===== src/rtl/mdio_master_pkg.sv =====
// rtl/mdio_master_pkg.sv - shared states, frame constants and frame builder for the MDIO master
package mdio_master_pkg;

  typedef enum logic [2:0] {IDLE, PRE, CMD, TA, DATA, DONE} state_e;

  localparam logic [1:0] ST_BITS  = 2'b01;
  localparam logic [1:0] OP_RD    = 2'b10;
  localparam logic [1:0] OP_WR    = 2'b01;
  localparam logic [1:0] TA_WR    = 2'b10;
  localparam int         CMD_LEN  = 14;
  localparam int         DATA_LEN = 16;

  // Reads carry all-ones in the data field; the PHY owns the line then anyway.
  function automatic logic [31:0] build_frame(input logic we, input logic [4:0] phy,
                                              input logic [4:0] regad, input logic [15:0] wdata);
    return {ST_BITS, (we ? OP_WR : OP_RD), phy, regad, TA_WR, (we ? wdata : 16'hFFFF)};
  endfunction

endpackage


===== src/rtl/mdio_master_ctrl_if.sv =====
// rtl/mdio_master_ctrl_if.sv - request/response channel between register file and MDIO master
interface mdio_master_ctrl_if;
  logic        req_valid_i;
  logic        req_ready_o;
  logic        req_we_i;
  logic [4:0]  req_phy_addr_i;
  logic [4:0]  req_reg_addr_i;
  logic [15:0] req_wdata_i;
  logic        rsp_valid_o;
  logic [15:0] rsp_rdata_o;
  logic        rsp_err_o;
  logic        busy_o;

  modport master (
    output req_valid_i, req_we_i, req_phy_addr_i, req_reg_addr_i, req_wdata_i,
    input  req_ready_o, rsp_valid_o, rsp_rdata_o, rsp_err_o, busy_o
  );

  modport slave (
    input  req_valid_i, req_we_i, req_phy_addr_i, req_reg_addr_i, req_wdata_i,
    output req_ready_o, rsp_valid_o, rsp_rdata_o, rsp_err_o, busy_o
  );
endinterface


===== src/rtl/mdio_clk_gen.sv =====
// rtl/mdio_clk_gen.sv - MDC divider with rise/fall strobes; held at phase 0, MDC low while disabled
module mdio_clk_gen #(
  parameter int CLK_DIV = 4
) (
  input  logic clk_i,
  input  logic rst_i,
  input  logic en_i,
  output logic mdc_o,
  output logic rise_o,
  output logic fall_o
);
  logic [7:0] phase_q, phase_d;
  logic       mdc_q, mdc_d;
  logic       tc;

  always_comb begin
    tc      = (phase_q == 8'(CLK_DIV - 1));
    phase_d = 8'd0;
    mdc_d   = 1'b0;
    if (en_i) begin
      phase_d = tc ? 8'd0 : phase_q + 8'd1;
      mdc_d   = tc ? ~mdc_q : mdc_q;
    end
  end

  always_ff @(posedge clk_i or posedge rst_i) begin
    if (rst_i) begin
      phase_q <= 8'd0;
      mdc_q   <= 1'b0;
    end else begin
      phase_q <= phase_d;
      mdc_q   <= mdc_d;
    end
  end

  // Strobes mark the cycle whose closing edge moves MDC, so they never coincide.
  assign rise_o = en_i & tc & ~mdc_q;
  assign fall_o = en_i & tc & mdc_q;
  assign mdc_o  = mdc_q;
endmodule


===== src/rtl/mdio_master_ctrl.sv =====
// rtl/mdio_master_ctrl.sv - Clause-22 MDIO master; MDIO_PREAMBLE_SUPPRESS_EN adds pre_skip_i
module mdio_master_ctrl
  import mdio_master_pkg::*;
#(
  parameter int CLK_DIV = 4,
  parameter int PRE_LEN = 32
) (
  input  logic              clk_i,
  input  logic              rst_i,
  mdio_master_ctrl_if.slave req_if,
`ifdef MDIO_PREAMBLE_SUPPRESS_EN
  input  logic              pre_skip_i,
`endif
  output logic              mdc_o,
  output logic              mdio_o,
  output logic              mdio_oe_o,
  input  logic              mdio_i
);
  state_e      state_q, state_d, next_state;
  logic [5:0]  bit_cnt_q, bit_cnt_d;
  logic [31:0] sr_q, sr_d;
  logic [15:0] rd_sh_q, rd_sh_d, rsp_rdata_q, rsp_rdata_d;
  logic        we_q, we_d, err_q, err_d;
  logic        rsp_valid_q, rsp_valid_d, rsp_err_q, rsp_err_d;
  logic        in_frame, last_bit, skip_pre, rise, fall;

`ifdef MDIO_PREAMBLE_SUPPRESS_EN
  assign skip_pre = pre_skip_i;
`else
  assign skip_pre = 1'b0;
`endif

  assign in_frame = state_q inside {PRE, CMD, TA, DATA};

  mdio_clk_gen #(.CLK_DIV(CLK_DIV)) u_clk_gen (
    .clk_i  (clk_i),
    .rst_i  (rst_i),
    .en_i   (in_frame),
    .mdc_o  (mdc_o),
    .rise_o (rise),
    .fall_o (fall)
  );

  always_comb begin
    state_d     = state_q;
    next_state  = state_q;
    last_bit    = 1'b0;
    bit_cnt_d   = bit_cnt_q;
    sr_d        = sr_q;
    we_d        = we_q;
    err_d       = err_q;
    rd_sh_d     = rd_sh_q;
    rsp_valid_d = 1'b0;
    rsp_rdata_d = rsp_rdata_q;
    rsp_err_d   = rsp_err_q;
    case (state_q)
      IDLE: if (req_if.req_valid_i) begin
        sr_d      = build_frame(req_if.req_we_i, req_if.req_phy_addr_i,
                                req_if.req_reg_addr_i, req_if.req_wdata_i);
        we_d      = req_if.req_we_i;
        bit_cnt_d = 6'd0;
        err_d     = 1'b0;
        rd_sh_d   = 16'hFFFF;
        state_d   = skip_pre ? CMD : PRE;
      end
      PRE: begin
        last_bit   = (bit_cnt_q == 6'(PRE_LEN - 1));
        next_state = CMD;
      end
      CMD: begin
        last_bit   = (bit_cnt_q == 6'(CMD_LEN - 1));
        next_state = TA;
      end
      TA: begin
        last_bit   = (bit_cnt_q == 6'd1);
        next_state = DATA;
      end
      DATA: begin
        last_bit   = (bit_cnt_q == 6'(DATA_LEN - 1));
        next_state = DONE;
      end
      DONE: begin
        rsp_valid_d = 1'b1;
        rsp_err_d   = ~we_q & err_q;
        if (!we_q) rsp_rdata_d = rd_sh_q;
        state_d = IDLE;
      end
      default: state_d = IDLE;
    endcase

    // Preamble bits are constant ones, so the shift register waits for CMD.
    if (fall) begin
      if (state_q != PRE) sr_d = {sr_q[30:0], 1'b1};
      if (last_bit) begin
        bit_cnt_d = 6'd0;
        state_d   = next_state;
      end else begin
        bit_cnt_d = bit_cnt_q + 6'd1;
      end
    end

    if (rise && !we_q) begin
      if (state_q == TA && bit_cnt_q == 6'd1) err_d = mdio_i;
      if (state_q == DATA) rd_sh_d = {rd_sh_q[14:0], mdio_i};
    end
  end

  always_ff @(posedge clk_i or posedge rst_i) begin
    if (rst_i) begin
      state_q     <= IDLE;
      bit_cnt_q   <= 6'd0;
      sr_q        <= 32'hFFFF_FFFF;
      we_q        <= 1'b0;
      err_q       <= 1'b0;
      rd_sh_q     <= 16'hFFFF;
      rsp_valid_q <= 1'b0;
      rsp_rdata_q <= 16'h0000;
      rsp_err_q   <= 1'b0;
    end else begin
      state_q     <= state_d;
      bit_cnt_q   <= bit_cnt_d;
      sr_q        <= sr_d;
      we_q        <= we_d;
      err_q       <= err_d;
      rd_sh_q     <= rd_sh_d;
      rsp_valid_q <= rsp_valid_d;
      rsp_rdata_q <= rsp_rdata_d;
      rsp_err_q   <= rsp_err_d;
    end
  end

  assign mdio_o    = (state_q inside {CMD, TA, DATA}) ? sr_q[31] : 1'b1;
  assign mdio_oe_o = (state_q inside {PRE, CMD}) | ((state_q inside {TA, DATA}) & we_q);

  assign req_if.req_ready_o = (state_q == IDLE);
  assign req_if.busy_o      = (state_q != IDLE);
  assign req_if.rsp_valid_o = rsp_valid_q;
  assign req_if.rsp_rdata_o = rsp_rdata_q;
  assign req_if.rsp_err_o   = rsp_err_q;
endmodule


===== src/flat_wrapper.sv =====
// flat-port wrapper written by rule: the top's interface ports become plain ports
module mdio_master_ctrl_flat import mdio_master_pkg::*;
#(
  parameter int CLK_DIV = 4,
  parameter int PRE_LEN = 32
)
  (clk_i, rst_i, mdc_o, mdio_o, mdio_oe_o, mdio_i, req_if_req_valid_i, req_if_req_we_i, req_if_req_phy_addr_i, req_if_req_reg_addr_i, req_if_req_wdata_i, req_if_req_ready_o, req_if_rsp_valid_o, req_if_rsp_rdata_o, req_if_rsp_err_o, req_if_busy_o);
  mdio_master_ctrl_if req_if_i ();
  input  logic clk_i;
  input  logic rst_i;
  output logic mdc_o;
  output logic mdio_o;
  output logic mdio_oe_o;
  input  logic mdio_i;
  input wire logic [$bits(req_if_i.req_valid_i)-1:0] req_if_req_valid_i;
  input wire logic [$bits(req_if_i.req_we_i)-1:0] req_if_req_we_i;
  input wire logic [$bits(req_if_i.req_phy_addr_i)-1:0] req_if_req_phy_addr_i;
  input wire logic [$bits(req_if_i.req_reg_addr_i)-1:0] req_if_req_reg_addr_i;
  input wire logic [$bits(req_if_i.req_wdata_i)-1:0] req_if_req_wdata_i;
  output wire logic [$bits(req_if_i.req_ready_o)-1:0] req_if_req_ready_o;
  output wire logic [$bits(req_if_i.rsp_valid_o)-1:0] req_if_rsp_valid_o;
  output wire logic [$bits(req_if_i.rsp_rdata_o)-1:0] req_if_rsp_rdata_o;
  output wire logic [$bits(req_if_i.rsp_err_o)-1:0] req_if_rsp_err_o;
  output wire logic [$bits(req_if_i.busy_o)-1:0] req_if_busy_o;
  assign req_if_i.req_valid_i = req_if_req_valid_i;
  assign req_if_i.req_we_i = req_if_req_we_i;
  assign req_if_i.req_phy_addr_i = req_if_req_phy_addr_i;
  assign req_if_i.req_reg_addr_i = req_if_req_reg_addr_i;
  assign req_if_i.req_wdata_i = req_if_req_wdata_i;
  assign req_if_req_ready_o = req_if_i.req_ready_o;
  assign req_if_rsp_valid_o = req_if_i.rsp_valid_o;
  assign req_if_rsp_rdata_o = req_if_i.rsp_rdata_o;
  assign req_if_rsp_err_o = req_if_i.rsp_err_o;
  assign req_if_busy_o = req_if_i.busy_o;
  mdio_master_ctrl #(.CLK_DIV(CLK_DIV), .PRE_LEN(PRE_LEN)) u_core (.clk_i(clk_i), .rst_i(rst_i), .req_if(req_if_i), .mdc_o(mdc_o), .mdio_o(mdio_o), .mdio_oe_o(mdio_oe_o), .mdio_i(mdio_i));
endmodule

===== config.mk =====
export PLATFORM = sky130hd
export DESIGN_NAME = mdio_master_ctrl_flat
export DESIGN_NICKNAME = d
export VERILOG_FILES = /design/src/rtl/mdio_master_pkg.sv /design/src/rtl/mdio_master_ctrl_if.sv /design/src/rtl/mdio_clk_gen.sv /design/src/rtl/mdio_master_ctrl.sv /design/src/flat_wrapper.sv
export SDC_FILE = /design/constraint.sdc
export NUM_CORES = 1
export LEC_CHECK = 0
export BUFFER_PORTS_ARGS = -buffer_cell sky130_fd_sc_hd__buf_2
export CAP_MARGIN = 40
export CORE_UTILIZATION = 50
export CTS_CLUSTER_SIZE = 28
export DETAILED_ROUTE_END_ITERATION = 10
export PLACE_DENSITY = 0.77
export SLEW_MARGIN = 20
export SYNTH_ARGS = -nofsm -noshare
export SYNTH_HDL_FRONTEND = slang
export SYNTH_SLANG_ARGS = --single-unit

===== constraint.sdc =====
create_clock -name clk_i -period 3.85 [get_ports clk_i]
set_input_delay 1.155 -clock clk_i [delete_from_list [all_inputs] [get_ports clk_i]]
set_output_delay 1.155 -clock clk_i [all_outputs]
set_load 0.02 [all_outputs]

# After elaboration in Yosys (flattened, before gate mapping)
# Cells that the tools add are included.
[totals]
regBits = 86
[classes]
add_sub_neg = 2
eq_ne = 13
mux = 30
bitwise_logic = 8
reduce_logical = 15
[op_table]
columns = ["op", "count"]
rows = [
  ["32-bit 2-to-1 mux", 4],
  ["16-bit 2-to-1 mux", 5],
  ["6-bit 2-to-1 mux", 4],
  ["8-bit 2-to-1 mux", 2],
  ["6-bit by 4-bit == test with 1-bit output, second input constant", 2],
  ["3-bit case mux with 4 select lines", 1],
  ["3-bit 2-to-1 mux", 3],
  ["8-bit by 1-bit adder with 8-bit output, second input constant", 1],
  ["8-bit by 2-bit == test with 1-bit output, second input constant", 1],
  ["1-bit 2-to-1 mux", 8],
  ["2-bit nonzero test", 4],
  ["6-bit by 1-bit adder with 6-bit output, second input constant", 1],
  ["3-bit by 2-bit == test with 1-bit output, second input constant", 2],
  ["3-bit == test, second input constant", 2],
  ["6-bit by 1-bit == test with 1-bit output, second input constant", 1],
  ["6-bit by 5-bit == test with 1-bit output, second input constant", 1],
  ["6-bit inequality test, second input constant", 1],
  ["3-bit case mux with 2 select lines", 1],
  ["2-bit AND reduction", 3],
  ["3-bit nonzero test", 2],
  ["1-bit bitwise AND", 5],
  ["1-bit case mux with 4 select lines", 1],
  ["4-bit nonzero test", 1],
  ["4-bit OR reduction", 1],
  ["9 further kinds", 11],
]

# Longest topological paths before layout
[depth]
depth_word = 6
mapped_depth = 9
mapped_depth_nobuf = 6

# By module
# A second synthesis with hierarchy kept.
[hier_totals]
hier_cells = 420
hier_area_um2 = 4100.2
[modules_own_cells]
columns = ["module", "n_inst", "cells_each", "area_per_inst_um2", "seq_area_each_um2"]
rows = [
  ["mdio_master_ctrl", 1, 374, 3658.5, 1986.9],
  ["mdio_clk_gen", 1, 46, 441.7, 225.2],
]

# Worst setup path before layout
# No wires, ideal clock.
[synth_path]
path_type = "register -> output"
start = "register u_core.state_q[2]"
end = "output mdio_oe_o"
t_arrival_ps = 1243
t_required_ps = 2695
setup_slack_ps = 1452
path_stages_with_launch = 4
cell_sequence = "dfrtp_1 clkbuf_1 nor3b_1 a22o_1"
[synth_between]
elab_chain_cells = 4
[synth_lines]
columns = ["item", "line_no", "rtl"]
rows = [
  ["start: declaration", "mdio_master_ctrl.sv:19", "state_e state_q, state_d, next_state;"],
  ["start signal: assignment", "mdio_master_ctrl.sv:120", "state_q <= state_d;"],
  ["3-bit by 2-bit == test with 1-bit output / 3-bit == test (equally long branches)", "mdio_master_ctrl.sv:133", "assign mdio_oe_o = (state_q inside {PRE, CMD}) | ((state_q inside {TA, DATA}) & we_q);"],
  ["2-bit nonzero test", "mdio_master_ctrl.sv:133", ""],
  ["1-bit bitwise AND", "mdio_master_ctrl.sv:133", ""],
  ["1-bit bitwise OR *", "mdio_master_ctrl.sv:133", ""],
  ["end: declaration", "flat_wrapper.sv:13", "output logic mdio_oe_o;"],
]
# Mark *: on every way between the ends. The rest lies on a longest branch, timed or not.

# Final worst setup path
[layout_path]
start = "register u_core.state_q[1]"
end = "output mdio_oe_o"
# The elaborated chain is that of the path after synthesis.

==> results.json <==
{
  "clockBufferDepth": 2,
  "hold_buffers": 0,
  "cts_tree": "yes",
  "synth_warnings": 0,
  "synthSimpleGateAreaFrac_pct": 19.7,
  "ant_nets": 0,
  "io_buffer_count": 53,
  "synth_compound_area_share_pct": 11.9,
  "syn-instance-count": 387,
  "clock_skew_ns": 0.0134,
  "cp-end-kind": "output port",
  "outcome": "complete, no violations",
  "synthMuxAreaShare_pct": 7.25,
  "power_density_nw_per_um2": 349,
  "die_x_um": 91.7,
  "drc": 0,
  "final_cell_area_um2": 4610,
  "layout.nets": 470,
  "synth_area_um2": 4020,
  "die-height_um": 91.7,
  "cts_max_level": 3,
  "post-route-period-util_pct": 78.0,
  "synthAdderAreaFrac_pct": 0.934,
  "area.growth.synth_to_final_pct": 14.7,
  "leakage_uw": 0.00203,
  "synth_edf_count": 0,
  "vdd_drop_max_v": 0.000211,
  "worstPathBufferInverterCount": 1,
  "antennaDiodeCount": 0,
  "yosysUniqueCellTypes": 48,
  "place.gp.congestion": 0.839,
  "multi_input_area_um2": 1660,
  "hold_class": "reg2reg",
  "place_hpwl_um": 5170,
  "synth.net_count": 421,
  "num_vias": 2934,
  "coreArea_um2": 7770,
  "tightest_slew_ns": 0.624,
  "tns_ns": 0,
  "yosysTopAreaCell": "dfstp_2",
  "dr.pass1.iters": 4,
  "via_per_inst": 5.40,
  "design.die.area_um2": 8400,
  "synthFlopType": "dfstp_2",
  "avgSynthCellArea_um2": 10.4,
  "drt-total-wl_um": 7640,
  "grt_start_max_net_pins": 64,
  "cp_cell_sequence": "nor3b_1, a22o_1, buf_2",
  "whs_ns": 0.480,
  "arrival_ns": 1.85,
  "finalHoldViolations": 0,
  "clkTransAtPathRegs_ns": 0.10,
  "grt_pass1_wl_um": 12900,
  "slew_headroom_pct": 58.3,
  "yosysMostFrequentCell": "o21ai_0",
  "cts_made_buffers": 9,
  "drive_above_1_share_pct": 36.5,
  "synth-async-reset-ratio_pct": 100,
  "post_cts.repair.setup_buffers": 0,
  "fillers": 681,
  "crit_family": "simple AND/OR/NAND/NOR gates",
  "slowest_delay_ns": 0.58,
  "setup_viol": 0,
  "clock_latency_ns": 0.35,
  "cts_resized": 0,
  "drv_slew": 0,
  "grt_pass1_vias": 2795,
  "cap_violations": 0,
  "start_util_pct": 51.7,
  "start_kind": "flip-flop",
  "fin_crit_ns": 3.00,
  "synth-seq-area-share_pct": 55.0,
  "dpl-instance-area_um2": 4360,
  "critPathSlowestCell": "nor3b_1",
  "ios": 54,
  "synth_common_cells": "o21ai_0, dfstp_2, nor2_1",
  "antenna_found_initial": 0,
  "netlist_top_cells_area": "dfstp_2, dfrtp_1, o21ai_0",
  "overflow": 0,
  "synth_top_cell_area_share_pct": 31.4,
  "cts_sinks": 86,
  "cp.required_ns": 2.69,
  "synth-xor-area-share_pct": 1.53,
  "drtIter0Drc": 210,
  "wl_per_cell_um": 14.1,
  "cp_max_fo": 13,
  "seq_area_um2": 2210,
  "ys_ff_latch": 86,
  "grt_usage_pct": 19.4,
  "path_class": "reg2out",
  "rows": 32,
  "fmax_mhz": 333,
  "root_buffer": "clkbuf_8",
  "synth_top_family_by_area": "simple AND/OR/NAND/NOR gates",
  "rsz0062_at_grt": "false"
}
-- where the power goes --
part | total, µW | internal [µW] | switching [µW]
registers | 908 | 907 | 0.820
logic | 43.7 | 18.4 | 25.3
clock network | 659 | 316 | 343
-- placed cells by master (no fill, tap or decap), types with 3 or more instances in the layout --
| cell type | count |
|---|---|
| nor4_1 | 3 |
| and3_1 | 3 |
| and2_2 | 4 |
| a221o_1 | 3 |
| nand2_1 | 43 |
| mux2i_1 | 10 |
| dfrtp_1 | 38 |
| inv_1 | 7 |
| nand4_1 | 3 |
| a21o_1 | 3 |
| a21oi_1 | 18 |
| clkbuf_8 | 9 |
| nand3b_1 | 15 |
| o21ai_0 | 50 |
| mux2_2 | 17 |
| buf_4 | 3 |
| dfstp_2 | 48 |
| nand3_1 | 5 |
| xnor2_1 | 3 |
| nor2_1 | 47 |
| ha_1 | 3 |
| buf_2 | 53 |
| xor2_1 | 4 |
| inv_6 | 5 |
| nand2b_1 | 4 |
-- final cells by class --
type	instances	area share, %
multi-input combinational	271	36.1
clock inverter	7	1.85
tap	102	2.77
inverter	8	0.679
timing repair buffer	60	7.95
clock buffer	9	2.69
sequential	86	48.0
-- per-stage QoR --
step	worst slack (ns)	cells	total power [µW]	util (%)
global route	0.675	543	1670	59.3
global placement	1.25	524	965	55.9
detailed placement	1.21	525	969	56.2
finish	0.848	543	1610	59.3
floorplan	0.553	387	942	-
CTS	0.814	541	1630	58.8
-- final timing paths --
| kind | from | endpoint | slack [ns] | depth (start not counted) |
|---|---|---|---|---|
| min in group asynchronous | rst_i | u_core.req_if.rsp_rdata_o[11]$_DFFE_PP0P_ | 0.75 | 2 |
| max in group asynchronous | rst_i | u_core.sr_q[25]$_DFF_PP1_ | 2.29 | 4 |
| max | u_core.state_q[1]$_DFFE_PP0P_ | mdio_oe_o | 0.85 | 3 |
| min | u_core.sr_q[6]$_DFF_PP1_ | u_core.sr_q[7]$_DFF_PP1_ | 0.48 | 2 |
| min reg2reg | u_core.sr_q[6]$_DFF_PP1_ | u_core.sr_q[7]$_DFF_PP1_ | 0.48 | 2 |
| max reg2reg | u_core.u_clk_gen.phase_q[5]$_DFF_PP0_ | u_core.sr_q[28]$_DFF_PP1_ | 1.39 | 6 |
-- sequential cells by signal, summed over array words and instances (netlist names) --
name and count:
u_core.sr_q 32, u_core.rd_sh_q 16, u_core.req_if.rsp_rdata_o 16, u_core.u_clk_gen.phase_q 8
u_core.bit_cnt_q 6, u_core.state_q 3, u_core.err_q 1, u_core.req_if.rsp_err_o 1
u_core.req_if.rsp_valid_o 1, u_core.u_clk_gen.mdc_o 1, u_core.we_q 1
-- logic make-up after synthesis --
kind of cell               count (synthesis)
DFF                                       86
and+or+nand+nor                          150
AOI/OAI and AO/OA                         84
xor gates and xnor gates                   7
adders and majority gates                  3
buffers and inverters                     30
muxes                                     27
-- metal layers --
metal  vias to the layer above  wire, µm  GRT usage [%]
met5                         -         0              0
met4                         0        87           5.82
met3                         9       302           5.39
met2                        62      3830           31.3
met1                      1430      3420           25.8
li1                       1433         -              -
-- worst register-to-register path: stages (launching register included) --
cell and delay (ns):
dfrtp_1 0.42, or4_4 0.56, nor4b_4 0.45, and3_2 0.55, buf_16 0.23, a21oi_1 0.06
a21o_1 0.15
Note: power is estimated with default switching activity, not from simulation.
